### config.mk
export PLATFORM = sky130hd
export DESIGN_NAME = apb_cmd_master
export DESIGN_NICKNAME = d
export VERILOG_FILES = /design/src/rtl/apb_pkg.sv /design/src/rtl/apb_cmd_master.sv
export SDC_FILE = /design/constraint.sdc
export NUM_CORES = 1
export LEC_CHECK = 0
export CAP_MARGIN = 5
export CORE_MARGIN = 5
export CORE_UTILIZATION = 25
export CTS_CLUSTER_DIAMETER = 50
export DETAILED_ROUTE_END_ITERATION = 6
export GPL_TIMING_DRIVEN = 0
export SLEW_MARGIN = 10
export SYNTH_ARGS = -nofsm -noshare
export SYNTH_HDL_FRONTEND = slang
export SYNTH_SLANG_ARGS = --single-unit
### constraint.sdc
create_clock -name sys_clk -period 3 [get_ports sys_clk]
set_clock_uncertainty 0.15 [all_clocks]
set_input_delay 0.6 -clock sys_clk [delete_from_list [all_inputs] [get_ports sys_clk]]
set_output_delay 0.6 -clock sys_clk [all_outputs]
set_load 0.1 [all_outputs]
### src/rtl/apb_pkg.sv
// Shared APB widths, FSM state encoding and command/response records.
// Used by the command master and by the APB slave blocks.
package apb_pkg;

  localparam int APB_ADDR_W = 16;
  localparam int APB_DATA_W = 32;
  localparam int APB_STRB_W = 4;

  typedef enum logic [1:0] {
    IDLE   = 2'd0,
    SETUP  = 2'd1,
    ACCESS = 2'd2,
    RESP   = 2'd3
  } apb_state_e;

  typedef struct packed {
    logic [APB_ADDR_W-1:0] addr;
    logic                  write;
    logic [APB_DATA_W-1:0] wdata;
    logic [APB_STRB_W-1:0] strb;
  } apb_cmd_t;

  typedef struct packed {
    logic [APB_DATA_W-1:0] rdata;
    logic                  err;
    logic                  timeout;
  } apb_rsp_t;

  // Reads must present zero write data and strobes on the bus.
  function automatic apb_cmd_t apb_cmd_norm(input apb_cmd_t c);
    apb_cmd_t n;
    n = c;
    if (!c.write) begin
      n.wdata = '0;
      n.strb  = '0;
    end
    return n;
  endfunction

endpackage

### src/rtl/apb_cmd_master.sv
// APB4 requester, one command in flight; `APB_TIMEOUT_EN adds an ACCESS-stall abort.
// Latency: accept N, SETUP N+1, ACCESS N+2.., rsp_valid N+3 with a zero-wait slave.
// Backpressure: cmd_ready only in IDLE; response held in RESP until rsp_ready.
module apb_cmd_master
  import apb_pkg::*;
#(
  parameter int unsigned TIMEOUT_CYCLES = 255
) (
  input  logic                  sys_clk,
  input  logic                  rst,
  input  logic                  cmd_valid,
  output logic                  cmd_ready,
  input  logic [APB_ADDR_W-1:0] cmd_addr,
  input  logic                  cmd_write,
  input  logic [APB_DATA_W-1:0] cmd_wdata,
  input  logic [APB_STRB_W-1:0] cmd_strb,
  output logic                  rsp_valid,
  input  logic                  rsp_ready,
  output logic [APB_DATA_W-1:0] rsp_rdata,
  output logic                  rsp_err,
  output logic                  rsp_timeout,
  output logic [APB_ADDR_W-1:0] paddr,
  output logic                  pwrite,
  output logic                  psel,
  output logic                  penable,
  output logic [APB_STRB_W-1:0] pstrb,
  output logic [APB_DATA_W-1:0] pwdata,
  input  logic [APB_DATA_W-1:0] prdata,
  input  logic                  pready,
  input  logic                  pslverr
);

  apb_state_e state_q, state_d;
  apb_cmd_t   cmd_in, cmd_q;
  apb_rsp_t   rsp_q;
  logic       ready_q;
  logic       tmo;

  assign cmd_in = {cmd_addr, cmd_write, cmd_wdata, cmd_strb};

`ifdef APB_TIMEOUT_EN
  logic [15:0] wait_cnt_q;

  // Counts earlier pready=0 ACCESS cycles; fires on the TIMEOUT_CYCLES-th one.
  assign tmo = (state_q == ACCESS) && !pready &&
               (wait_cnt_q == 16'(TIMEOUT_CYCLES - 1));

  always_ff @(posedge sys_clk or posedge rst) begin
    if (rst) begin
      wait_cnt_q <= '0;
    end else if (state_q == SETUP) begin
      wait_cnt_q <= '0;
    end else if (state_q == ACCESS && !pready) begin
      wait_cnt_q <= wait_cnt_q + 16'd1;
    end
  end
`else
  assign tmo = 1'b0;
`endif

  always_comb begin
    state_d = state_q;
    case (state_q)
      IDLE:    if (cmd_valid && ready_q) state_d = SETUP;
      SETUP:   state_d = ACCESS;
      ACCESS:  if (pready || tmo) state_d = RESP;
      RESP:    if (rsp_ready) state_d = IDLE;
      default: state_d = IDLE;
    endcase
  end

  always_ff @(posedge sys_clk or posedge rst) begin
    if (rst) begin
      state_q <= IDLE;
      ready_q <= 1'b0;
      cmd_q   <= '0;
      rsp_q   <= '0;
    end else begin
      state_q <= state_d;
      // Registered so cmd_ready stays low while reset is held.
      ready_q <= (state_d == IDLE);
      if (state_q == IDLE && cmd_valid && ready_q) begin
        cmd_q <= apb_cmd_norm(cmd_in);
      end
      if (state_q == ACCESS && pready) begin
        rsp_q.rdata   <= cmd_q.write ? '0 : prdata;
        rsp_q.err     <= pslverr;
        rsp_q.timeout <= 1'b0;
      end else if (tmo) begin
        rsp_q.rdata   <= '0;
        rsp_q.err     <= 1'b1;
        rsp_q.timeout <= 1'b1;
      end
    end
  end

  assign cmd_ready   = ready_q;
  assign rsp_valid   = (state_q == RESP);
  assign rsp_rdata   = rsp_q.rdata;
  assign rsp_err     = rsp_q.err;
  assign rsp_timeout = rsp_q.timeout;

  assign psel    = (state_q == SETUP) || (state_q == ACCESS);
  assign penable = (state_q == ACCESS);
  assign paddr   = cmd_q.addr;
  assign pwrite  = cmd_q.write;
  assign pwdata  = cmd_q.wdata;
  assign pstrb   = cmd_q.strb;

endmodule

==> flow_metrics.env <==
export IMPL_cts_root_buffer="clkbuf_16"
export IMPL_worstPathArrival_ns=2.11
export IMPL_cts_setup_buffers=0
export IMPL_path_max_fanout=6
export IMPL_finalCritPeriodShare_pct=95.4
export IMPL_setup_ws_ns=0.138
export IMPL_yosys_register_bits=89
export IMPL_end_kind="output pin"
export IMPL_avgSynthCellArea_um2=10.3
export IMPL_antenna_found_initial=0
export IMPL_initial_utilization_pct=25.4
export IMPL_cts_buffers=9
export IMPL_clock_latency_ns=0.33
export IMPL_via_per_inst=4.31
export IMPL_maxCapViolations=0
export IMPL_post_cts_resized=2
export IMPL_cts_hold_buf=0
export IMPL_criticalPathCategory="flip-flop to output pin"
export IMPL_syn_inst=359
export IMPL_grt_pass1_vias=3478
export IMPL_hpwl_mm=8.79
export IMPL_setup_viol=0
export IMPL_yosysTopAreaCell="dfrtp_1"
export IMPL_h_tree_depth=3
export IMPL_synth_cell_types=23
export IMPL_syn_num_nets=453
export IMPL_clk_pin_slew_ns=0.06
export IMPL_yosysSeqAreaShare_pct=60.3
export IMPL_ioPinCount=182
export IMPL_drtAntennaViolNets=0
export IMPL_fillers=1440
export IMPL_grt_use_total_pct=13.3
export IMPL_row_count=44
export IMPL_drc=0
export IMPL_fin_nets=645
export IMPL_clk_path_buf_depth=2
export IMPL_final_common_cell="clkdlybuf4s50_1"
export IMPL_place_congestion=0.784
export IMPL_rrSetupSlack_ns=0.97
export IMPL_avgRoutedWirePerCell_um=15.2
export IMPL_grt_pass1_wl_mm=18.7
export IMPL_final_cell_mix="177 x clkdlybuf4s50_1, 107 x nand2_1, 89 x dfrtp_1, 58 x o21ai_0, 33 x nand2b_1"
export IMPL_routed_wirelength_mm=11.3
export IMPL_yosysWarnings=0
export IMPL_hold_class="flip-flop to flip-flop"
export IMPL_via_count=3188
export IMPL_post_synth_instance_area_um2=3690
export IMPL_dieArea_um2=17300
export IMPL_setup_tns_ns=0
export IMPL_drt_initial_drc_count=59
export IMPL_area_growth_pct=64.6
export IMPL_hold_viol_final=0
export IMPL_dpl_cell_count=724
export IMPL_core_area_um2=14500
export IMPL_worst_slew_pin_slew_ns=1.04
export IMPL_fmax_mhz=349
export IMPL_antenna_cells=0
export IMPL_status="finished clean"
export IMPL_critPathLaunchType="flip-flop"
export IMPL_cts_tree="yes"
export IMPL_die_x_um=132
export IMPL_rsz0062_at_grt="false"
export IMPL_portBuffers=179
export IMPL_final_cells=740
export IMPL_cts_num_sinks=89
export IMPL_finalMaxSlewViolations=0
export IMPL_layout_drive_gt1_share_pct=8.27
export IMPL_pre_cts_ws_ns=0.338
export IMPL_relSlewSlack_pct=30.6
export IMPL_critPathRequiredTime_ns=2.25
export IMPL_overflow=0
export IMPL_synth_top_cells_by_area="dfrtp_1 60%, nand2_1 11%, o21ai_0 7.9%"
export IMPL_drtPass1Iterations=5
export IMPL_synth_top_area_share_pct=60.3
export IMPL_die_h_um=132
export IMPL_fin_crit_ns=2.86
export IMPL_grt_max_degree=34
## cell usage after synthesis, drive strengths merged
cell / n
a22oi: 1
o211ai: 1
inv: 4
buf: 9
a2bb2oi: 1
dfrtp: 89
nand2b: 33
nand3: 3
conb: 1
mux2: 18
a41oi: 1
o21ai: 68
nor2: 2
ha: 3
a21oi: 2
nand2: 107
clkbuf: 15
or2: 1
## final timing paths
path,to,depth (start not counted),startpoint
max,rsp_valid,2,state_q[1]
min,pwdata[22],2,pwdata[22]
max reg2reg,pwdata[5],7,state_q[1]
min reg2reg,pwdata[22],2,pwdata[22]
max in group asynchronous,pwdata[27],3,rst
min in group asynchronous,rsp_rdata[11],2,rst
## through the flow
| stage | instance area [µm²] | hold slack, ns | util, % |
|---|---|---|---|
| floorplan | 3690 | 0.402 | - |
| global placement | 5720 | 0.311 | 39.3 |
| detailed placement | 5760 | 0.320 | 39.6 |
| CTS | 6080 | 0.334 | 41.8 |
| global route | 6080 | 0.360 | 41.8 |
| finish | 6080 | 0.327 | 41.8 |
## metal layers
layer / share of wire [%] / vias up / track usage (%)
met5: 0 / - / 0
met4: 1.5 / 0 / 4.74
met3: 10 / 12 / 6.12
met2: 46 / 123 / 20.7
met1: 43 / 1505 / 16.2
li1: - / 1548 / -
## cell families (layout without fill, tap and decap cells)
logic type | count (synthesis) | in the layout | synth area share [%]
and+or+nand+nor | 146 | 146 | 17.4
DFF | 89 | 89 | 60.3
AOI/OAI and AO/OA | 74 | 74 | 10.4
buffers and inverters | 28 | 225 | 3.56
muxes | 18 | 18 | 7.22
adders and majority gates | 3 | 3 | 1.02
other | 1 | 1 | 0.102
## final cells by class
class | instances | area (µm²) | area share (%)
Tap cell | 184 | 230 | 3.79
Inverter | 4 | 18.8 | 0.309
Clock buffer | 12 | 246 | 4.06
Sequential cell | 89 | 2230 | 36.6
Timing Repair Buffer | 181 | 1830 | 30.1
Multi-Input combinational cell | 242 | 1330 | 21.9
Buffer | 24 | 116 | 1.91
Clock inverter | 4 | 76.3 | 1.26
## state kept, by name, indices dropped and copies added, names as in the netlist
name       flops
cmd_ready      1
paddr         16
pstrb          4
pwdata        32
pwrite         1
rsp_err        1
rsp_rdata     32
state_q        2
## worst max-delay path, stage by stage (launching register included)
cell	delay (ns)
dfrtp_1	0.44
ha_1	0.20
clkdlybuf4s50_1	1.14
Power is not shown: default switching activity piles up to over one toggle a cycle in this logic, so the estimate is an artifact.
